### src/rtl/fmul_issue_arbiter.sv
// Round-robin issue arbiter sharing one pipelined fmul between NUM_REQ requesters, with
// credit-guarded tagged response buffering and a drain/flush handshake. Optional: FMUL_ARB_STATS_EN.
module fmul_issue_arbiter #(
  parameter int unsigned EXP_WIDTH  = 5,
  parameter int unsigned FRAC_WIDTH = 3,
  parameter int unsigned NUM_REQ    = 4,
  parameter int unsigned RESP_DEPTH = 8,
  parameter int unsigned ID_W       = 2,
  localparam int unsigned W         = EXP_WIDTH + FRAC_WIDTH + 1
) (
  input  logic                 clk,
  input  logic                 rst,
  input  logic [NUM_REQ-1:0]   req_valid,
  output logic [NUM_REQ-1:0]   req_ready,
  input  logic [NUM_REQ*W-1:0] req_a,
  input  logic [NUM_REQ*W-1:0] req_b,
  input  logic [NUM_REQ*3-1:0] req_rm,
  output logic                 fm_in_valid,
  input  logic                 fm_in_ready,
  output logic [W-1:0]         fm_a,
  output logic [W-1:0]         fm_b,
  output logic [2:0]           fm_rm,
  input  logic                 fm_out_valid,
  output logic                 fm_out_ready,
  input  logic [W-1:0]         fm_result,
  input  logic [4:0]           fm_fflags,
  output logic                 rsp_valid,
  input  logic                 rsp_ready,
  output logic [ID_W-1:0]      rsp_id,
  output logic [W-1:0]         rsp_result,
  output logic [4:0]           rsp_fflags,
  input  logic                 flush_i,
  output logic                 flush_done_o,
`ifdef FMUL_ARB_STATS_EN
  output logic                 busy_o,
  output logic [31:0]          stat_issue_o,
  output logic [31:0]          stat_stall_o,
  output logic [31:0]          stat_full_o
`else
  output logic                 busy_o
`endif
);

  localparam int unsigned AW = $clog2(RESP_DEPTH);
  localparam int unsigned CW = $clog2(RESP_DEPTH + 1);
  localparam int unsigned RW = ID_W + W + 5;

  typedef enum logic [1:0] {StRun, StDrain, StDone} state_e;

  state_e          state_q;
  logic [ID_W-1:0] ptr_q, ptr_nxt, winner;
  logic [ID_W:0]   slot;
  logic            found;
  logic [CW-1:0]   cnt_q, cnt_d;
  logic            busy_q, flush_done_q;
  logic            can_issue, issue, tag_pop, rsp_pop;

  logic [ID_W-1:0] tag_mem [RESP_DEPTH];
  logic [AW-1:0]   tag_wp_q, tag_rp_q;
  logic [CW-1:0]   tag_cnt_q;
  logic [RW-1:0]   rsp_mem [RESP_DEPTH];
  logic [AW-1:0]   rsp_wp_q, rsp_rp_q;
  logic [CW-1:0]   rsp_cnt_q;
  logic [RW-1:0]   rsp_head;

  // Rotating priority search starting at ptr_q.
  always_comb begin
    found  = 1'b0;
    winner = '0;
    slot   = '0;
    for (int unsigned k = 0; k < NUM_REQ; k++) begin
      slot = {1'b0, ptr_q} + (ID_W+1)'(k);
      if (slot >= (ID_W+1)'(NUM_REQ)) slot = slot - (ID_W+1)'(NUM_REQ);
      for (int unsigned i = 0; i < NUM_REQ; i++) begin
        if (!found && req_valid[i] && slot == (ID_W+1)'(i)) begin
          found  = 1'b1;
          winner = ID_W'(i);
        end
      end
    end
  end

  assign can_issue   = (state_q == StRun) && (cnt_q < CW'(RESP_DEPTH));
  assign fm_in_valid = can_issue && found;
  assign issue       = fm_in_valid && fm_in_ready;
  assign ptr_nxt     = (winner == ID_W'(NUM_REQ - 1)) ? '0 : winner + 1'b1;

  always_comb begin
    req_ready = '0;
    fm_a      = '0;
    fm_b      = '0;
    fm_rm     = '0;
    for (int unsigned i = 0; i < NUM_REQ; i++) begin
      if (found && winner == ID_W'(i)) begin
        req_ready[i] = can_issue && fm_in_ready;
        fm_a         = req_a[i*W +: W];
        fm_b         = req_b[i*W +: W];
        fm_rm        = req_rm[i*3 +: 3];
      end
    end
  end

  // Credits reserve buffer space for every issued op, so results are always accepted.
  assign fm_out_ready = 1'b1;
  assign tag_pop      = fm_out_valid && (tag_cnt_q != '0);
  assign rsp_valid    = (rsp_cnt_q != '0);
  assign rsp_pop      = rsp_valid && rsp_ready;
  assign rsp_head     = rsp_mem[rsp_rp_q];
  assign {rsp_id, rsp_result, rsp_fflags} = rsp_valid ? rsp_head : '0;
  assign cnt_d        = cnt_q + CW'(issue) - CW'(rsp_pop);
  assign busy_o       = busy_q;
  assign flush_done_o = flush_done_q;

  always_ff @(posedge clk) begin
    if (issue) tag_mem[tag_wp_q] <= winner;
    if (tag_pop) rsp_mem[rsp_wp_q] <= {tag_mem[tag_rp_q], fm_result, fm_fflags};
  end

  always_ff @(posedge clk) begin
    if (rst) begin
      state_q      <= StRun;
      ptr_q        <= '0;
      cnt_q        <= '0;
      busy_q       <= 1'b0;
      flush_done_q <= 1'b0;
      tag_wp_q     <= '0;
      tag_rp_q     <= '0;
      tag_cnt_q    <= '0;
      rsp_wp_q     <= '0;
      rsp_rp_q     <= '0;
      rsp_cnt_q    <= '0;
    end else begin
      cnt_q     <= cnt_d;
      busy_q    <= (cnt_d != '0);
      if (issue) ptr_q <= ptr_nxt;
      if (issue) tag_wp_q <= tag_wp_q + 1'b1;
      if (tag_pop) begin
        tag_rp_q <= tag_rp_q + 1'b1;
        rsp_wp_q <= rsp_wp_q + 1'b1;
      end
      if (rsp_pop) rsp_rp_q <= rsp_rp_q + 1'b1;
      tag_cnt_q <= tag_cnt_q + CW'(issue) - CW'(tag_pop);
      rsp_cnt_q <= rsp_cnt_q + CW'(tag_pop) - CW'(rsp_pop);
      unique case (state_q)
        StRun:   if (flush_i) state_q <= StDrain;
        StDrain: if (cnt_q == '0) begin
          state_q      <= StDone;
          flush_done_q <= 1'b1;
        end
        StDone:  if (!flush_i) begin
          state_q      <= StRun;
          flush_done_q <= 1'b0;
        end
        default: state_q <= StRun;
      endcase
    end
  end

`ifdef FMUL_ARB_STATS_EN
  logic [31:0] stat_issue_q, stat_stall_q, stat_full_q;

  always_ff @(posedge clk) begin
    if (rst) begin
      stat_issue_q <= '0;
      stat_stall_q <= '0;
      stat_full_q  <= '0;
    end else begin
      if (issue && stat_issue_q != '1) stat_issue_q <= stat_issue_q + 1'b1;
      if (found && !issue && stat_stall_q != '1) stat_stall_q <= stat_stall_q + 1'b1;
      if (cnt_q == CW'(RESP_DEPTH) && stat_full_q != '1) stat_full_q <= stat_full_q + 1'b1;
    end
  end

  assign stat_issue_o = stat_issue_q;
  assign stat_stall_o = stat_stall_q;
  assign stat_full_o  = stat_full_q;
`endif

endmodule

### config.mk
export PLATFORM = sky130hd
export DESIGN_NAME = fmul_issue_arbiter
export DESIGN_NICKNAME = d
export VERILOG_FILES = /design/src/rtl/fmul_issue_arbiter.sv
export SDC_FILE = /design/constraint.sdc
export NUM_CORES = 1
export LEC_CHECK = 0
export BUFFER_PORTS_ARGS = -buffer_cell sky130_fd_sc_hd__buf_2
export CAP_MARGIN = 20
export CORE_AREA = 2 2 114 138
export DETAILED_ROUTE_END_ITERATION = 16
export DIE_AREA = 0 0 116 140
export PLACE_DENSITY = 0.78
export SYNTH_ARGS = -nofsm -noshare
export SYNTH_HDL_FRONTEND = slang
export SYNTH_SLANG_ARGS = --single-unit
### constraint.sdc
create_clock -name clk -period 3.8 [get_ports clk]
set_clock_uncertainty 0.15 [all_clocks]
set_input_delay 0.19 -clock clk [delete_from_list [all_inputs] [get_ports clk]]
set_output_delay 0.19 -clock clk [all_outputs]
set_load 0.01 [all_outputs]
# Word level (Yosys, flattened, before mapping)
# Memories as Yosys holds them, arrays and structs flattened. A register that Yosys moved wholly into a read port is not among the register bits.
# Index checks and enable logic that the tools add are counted.
[totals] regBits=30 latchBits=0 mem_bits_rw=144 romBits=0 in_bits=108 out_inout_bits=46 elab_cells=193 n_memories=2
[op_classes] add_sub_neg=18 mul=0 div=0 n_lt_le_gt_ge=5 eq_ne=20 n_shift=0 muxes=68 bitwise=0 n_reduce_logical=69
[memory_table] name="rsp_mem" depth=8 word_bits=16 read_ports=1 rd_ports_with_merged_regs=1 wr=1 line_no="61" text="logic [RW-1:0] rsp_mem [RESP_DEPTH];"
[memory_table] name="tag_mem" depth=8 word_bits=2 read_ports=1 rd_ports_with_merged_regs=1 wr=1 line_no="58" text="logic [ID_W-1:0] tag_mem [RESP_DEPTH];"
[op_table] operator="$mux 9" count=8
[op_table] operator="$logic_and 1x1->1" count=41
[op_table] operator="$mux 2" count=18
[op_table] operator="$mux 3" count=12
[op_table] operator="$mux 1" count=27
[op_table] operator="$eq 3x2->1 const B" count=8
[op_table] operator="$mux 16" count=1
[op_table] operator="$logic_not 1->1" count=15
[op_table] operator="$add 3x1->3 const B" count=4
[op_table] operator="$add 4x1->4" count=3
[op_table] operator="$eq 3x1->1 const B" count=4
[op_table] operator="$logic_not 3->1" count=4
[op_table] operator="$reduce_bool 4->1" count=3
[op_table] operator="$sub 4x1->4" count=3
[op_table] operator="$ge 3x3->1 const B" count=3
[op_table] operator="$sub 3x3->3 const B" count=3
[op_table] operator="$add 2x2->3 const B" count=2
[op_table] operator="$eq 2x2->1 const B" count=3
[op_table] operator="$ne 2x2->1 const B" count=3
[op_table] operator="$pmux 2 s3" count=1
[op_table] operator="$reduce_and 3->1" count=2
[op_table] operator="$eq 2x1->1 const B" count=2
[op_table] operator="$logic_not 2->1" count=2
[op_table] operator="$logic_not 4->1" count=1
[op_table] operator="other kinds (7)" count=7

# Logic depth before layout (Yosys ltp)
[logic_depth] word_depth=71 mapped_depth=12 ltp_nobuf=12

# Worst setup path before layout
# OpenSTA, ideal clock, no wires.
[synth_path] kind="flip-flop to flip-flop" startpoint="register tag_cnt_q[2]" endpoint="memory rsp_mem[0][0] (netlist bit), enable pin" setup_time_ns=0.430 arrival_ns=2.390 path_slack_ns=0.830 path_stages_with_launch=6 n_path_buf=0 synth_period_minus_slack_ns=2.970 cell_sequence="dfxtp_1 inv_1 ha_1 or3b_2 nand2_2 nor4_1"
[synth_between] elab_chain_cells=4
[synth_rtl] element="start: declaration" line_no="60" text="logic [CW-1:0] tag_cnt_q;"
[synth_rtl] element="start signal: assignment" line_no="142" text="tag_cnt_q <= tag_cnt_q + CW'(issue) - CW'(tag_pop);"
[synth_rtl] element="$reduce_bool 4->1" line_no="105" text="assign tag_pop = fm_out_valid && (tag_cnt_q != '0);"
[synth_rtl] element="$logic_and 1x1->1" line_no="105"
[synth_rtl] element="$mux 1" line_no="116" text="if (tag_pop) rsp_mem[rsp_wp_q] <= {tag_mem[tag_rp_q], fm_result, fm_fflags};"
[synth_rtl] element="$mux 1 (implied by the code)" line_no="116"
[synth_rtl] element="end: declaration" line_no="61"
# No other way between the ends.

# Worst setup path after layout
[layout_path] startpoint="register ptr_q[1]" endpoint="output fm_a[7]"
[layout_between] elab_chain_cells=71
[layout_rtl] element="start: declaration" line_no="51" text="logic [ID_W-1:0] ptr_q, ptr_nxt, winner;"
[layout_rtl] element="start signal: assignment" line_no="135" text="if (issue) ptr_q <= ptr_nxt;"
[layout_rtl] element="$sub 2x3->3 / $ge 2x3->1 (equally long branches)" line_no="73" text="if (slot >= (ID_W+1)'(NUM_REQ)) slot = slot - (ID_W+1)'(NUM_REQ);"
[layout_rtl] element="$mux 3" line_no="73"
[layout_rtl] element="$logic_not 3->1" line_no="75" text="if (!found && req_valid[i] && slot == (ID_W+1)'(i)) begin"
[layout_rtl] element="$logic_and 1x1->1" line_no="75"
[layout_rtl] element="$mux 1" line_no="75"
[layout_rtl] element="$logic_not 1->1" line_no="75"
[layout_rtl] element="$logic_and 1x1->1 (2 in series)" line_no="75"
[layout_rtl] element="$mux 1" line_no="75"
[layout_rtl] element="[... 52 more ...]"
[layout_rtl] element="$logic_not 1->1" line_no="75"
[layout_rtl] element="$logic_and 1x1->1 (2 in series)" line_no="75"
[layout_rtl] element="$mux 2 *" line_no="75"
[layout_rtl] element="net winner[1]" line_no="51"
[layout_rtl] element="$logic_not 2->1" line_no="94" text="if (found && winner == ID_W'(i)) begin"
[layout_rtl] element="$logic_and 1x1->1" line_no="94"
[layout_rtl] element="$mux 9 (3 in series)" line_no="94"
[layout_rtl] element="$mux 9 *" line_no="94"
[layout_rtl] element="end: declaration" line_no="20" text="output logic [W-1:0] fm_a,"
# The timed path passes the listed nets; every way through them passes the cells marked *.

==> impl_metrics.json <==
{
  "wl_met3_microns": 904,
  "max_slew_margin_pct": 31.1,
  "grt_setup_unrepaired": "false",
  "synth-seq-cells": 180,
  "worstSetupStartpointType": "flop",
  "syn_area_per_cell_sq_um": 13.9,
  "maxClockFrequency_mhz": 290,
  "routedWlPerCell_microns": 17.4,
  "r2r-start": "rsp_cnt_q[2]$_SDFF_PP0_",
  "drcViolationCount": 0,
  "syn_area_sq_mm": 0.00819,
  "antenna_found_initial": 0,
  "mostFrequentLayoutCells": "buf_2, edfxtp_1, inv_1",
  "cts_buffer_depth": 2,
  "dpl.hpwl_mm": 11.5,
  "drt_iter0_drc": 277,
  "yosysWarnings": 0,
  "firstDrtPassIters": 5,
  "synth_cell_types": 50,
  "overflow": 0,
  "grt_use_total_pct": 21.7,
  "die_area_sq_mm": 0.0162,
  "drt_wl_total_mm": 17.0,
  "grt_pass1_vias": 5622,
  "placementRows": 49,
  "ys.flop_type": "edfxtp_1",
  "synth_top_area_cell": "edfxtp_1",
  "async_flop_share_pct": 0,
  "cts_tree": "built",
  "clock-sinks": 180,
  "synthToLayoutAreaGrowth_pct": 20.8,
  "insertion_delay_ps": 420,
  "path_clk_slew_ps": 60,
  "critical_path_arrival_ps": 3110,
  "synthCells": 590,
  "top_layer_used": "met4",
  "dr_total_vias": 5431,
  "drt-met1-wl_mm": 6.35,
  "tns_ps": 0,
  "layout_commonest_cell": "buf_2",
  "max_slew.worst_pin.slew_ps": 1030,
  "fin_nets": 893,
  "place.gp.congestion": 0.759,
  "critPathCaptureType": "primary output",
  "r2r_setup_slack_ps": 920,
  "yosys.area.top_type_share_pct": 52.8,
  "critical_path_required_ps": 3460,
  "crit_start": "ptr_q[1]$_SDFFE_PP0P_",
  "post-place-ws_ps": 793,
  "grt_max_degree": 44,
  "start_util_pct": 55.2,
  "coreArea_sq_mm": 0.0148,
  "seq_area_frac_synth_pct": 61.6,
  "numCtsBuffers": 17,
  "ant_nets": 0,
  "status": "finished, final reports clean",
  "dr_wl_met2_mm": 9.42,
  "power_density_mw_per_mm2": 639,
  "period_minus_slack_ps": 3450,
  "leakagePower_uw": 0.00383,
  "hold_path_class": "input pin to flop",
  "rr_endpoint": "busy_o$_SDFF_PP0_",
  "rr_worst_depth": 13,
  "cts_resized": 0,
  "synthesis.nets": 724,
  "cp_max_fo": 29,
  "synth_edf_count": 144,
  "maxCapViolCount": 0,
  "num_antenna_cells": 0,
  "yosys-top-cells-area": "edfxtp_1, mux4_2, dfxtp_1",
  "grt_first_pass_wirelength_mm": 27.1,
  "cts-root-buf": "clkbuf_16",
  "viasPerCell": 5.56,
  "nFillCells": 1070,
  "ios": 154,
  "hold_viol": 0,
  "drv_slew": 0,
  "critPathCapture": "fm_a[7]",
  "numPortBuffers": 152,
  "dieWidth_microns": 116,
  "final_layout_size_suffix_gt1_share_pct": 33.4,
  "crit_type": "flop to primary output",
  "die_h_microns": 140,
  "finalSetupViolCount": 0,
  "fin_util_pct": 66.7,
  "h-tree-depth": 4,
  "ir_drop_mv": 0.351,
  "setup_slack_ps": 346,
  "finalCritPeriodShare_pct": 90.9
}
-- report_power, final --
| part | internal [uW] | total, uW | switching (uW) |
|---|---|---|---|
| Sequential | 2390 | 2580 | 197 |
| Combinational | 987 | 2110 | 1120 |
| Clock | 911 | 1630 | 721 |
| Total | 4280 | 6320 | 2040 |
-- registers in the layout (all words and copies together), names as in the netlist, named ones only --
| name | cells |
|---|---|
| rsp_mem | 128 |
| tag_mem | 16 |
| cnt_q | 4 |
| rsp_cnt_q | 4 |
| tag_cnt_q | 4 |
| rsp_rp_q | 3 |
| rsp_wp_q | 3 |
| tag_rp_q | 3 |
| tag_wp_q | 3 |
| ptr_q | 2 |
| state_q | 2 |
| busy_o | 1 |
| flush_done_o | 1 |
-- how the worst min path moves through the flow --
stage / cells past startpoint / slack [ps] / start / to
final: 3 / 100 / fm_in_ready / tag_mem[2][1]$_DFFE_PP_
after CTS: 3 / 80 / fm_in_ready / tag_mem[2][1]$_DFFE_PP_
after detailed placement: 1 / 320 / fm_result[6] / rsp_mem[1][11]$_DFFE_PP_
after floorplan: 1 / 110 / rst / tag_cnt_q[0]$_SDFF_PP0_
after global placement: 1 / 300 / fm_result[1] / rsp_mem[0][6]$_DFFE_PP_
after global routing: 3 / 120 / fm_in_ready / tag_mem[2][1]$_DFFE_PP_
-- cell type report --
cell class	instances	area, sq um	share of cell area [%]
clock buffers	19	433	4.38
flip-flops and latches	180	5050	51.0
clock inverters	13	121	1.23
multi-input cells	314	2760	27.9
repair buffers	182	1030	10.4
well taps	204	255	2.58
inverters	64	243	2.45
-- worst max-delay path: stages, from the launching register on --
cell and delay, ps:
dfxtp_1 350, a21o_1 180, a21oi_1 140, o22a_1 350
inv_1 110, ha_1 190, buf_4 230, and2b_4 460
a221oi_2 110, a211o_1 290, a21oi_1 140, buf_2 150
-- repair_timing --
item                                   4_1_cts  5_1_grt
setup buffers                                0        0
hold buffers                                17        0
endpoints found under the hold margin      118        0
-- layer usage --
| metal | track usage (%) | vias up |
|---|---|---|
| li1 | - | 2521 |
| met1 | 24.5 | 2667 |
| met2 | 40.1 | 215 |
| met3 | 4.76 | 28 |
| met4 | 7.08 | 0 |
| met5 | 0 | - |
-- Yosys cell counts, types with 2 or more instances --
library cell,instances
nor2_1,37
buf_2,11
nor4_4,2
a221oi_2,10
nand2_1,32
nor4_1,2
nor2b_1,4
mux2i_1,2
xnor2_1,8
nand2_2,2
inv_1,62
edfxtp_1,144
mux2_2,2
o21ai_1,7
clkbuf_1,14
nand3_1,21
a221oi_1,5
dfxtp_1,36
xor2_1,6
a211o_1,15
nand2b_1,8
mux4_2,35
fa_1,3
or3b_2,2
a21oi_1,37
o21ai_0,16
a21o_1,4
ha_1,23
and2_1,4
buf_6,4
a22oi_1,6
nor3_1,8
-- per-stage QoR --
step | power (uW) | hold WS [ps] | cell area (sq um) | std cells
detailed placement | 4730 | 319 | 9170 | 927
finish | 6320 | 99.8 | 9890 | 976
floorplan | 4080 | 112 | 8190 | 590
global route | 6680 | 117 | 9890 | 976
CTS | 6380 | 82.3 | 9890 | 976
global placement | 4610 | 299 | 9170 | 927
-- kinds of logic (layout without fill, tap and decap cells) --
| group | Yosys count | in the layout | synth area share [%] |
|---|---|---|---|
| other cells | 1 | 1 | 0.0458 |
| compound gates | 105 | 105 | 9.09 |
| buf+inv | 96 | 278 | 5.17 |
| flops | 180 | 180 | 61.6 |
| fa+ha+maj | 26 | 26 | 4.25 |
| mux | 40 | 40 | 10.5 |
| simple gates | 128 | 128 | 7.86 |
| xor+xnor | 14 | 14 | 1.50 |
(Power assumes the default switching activity.)
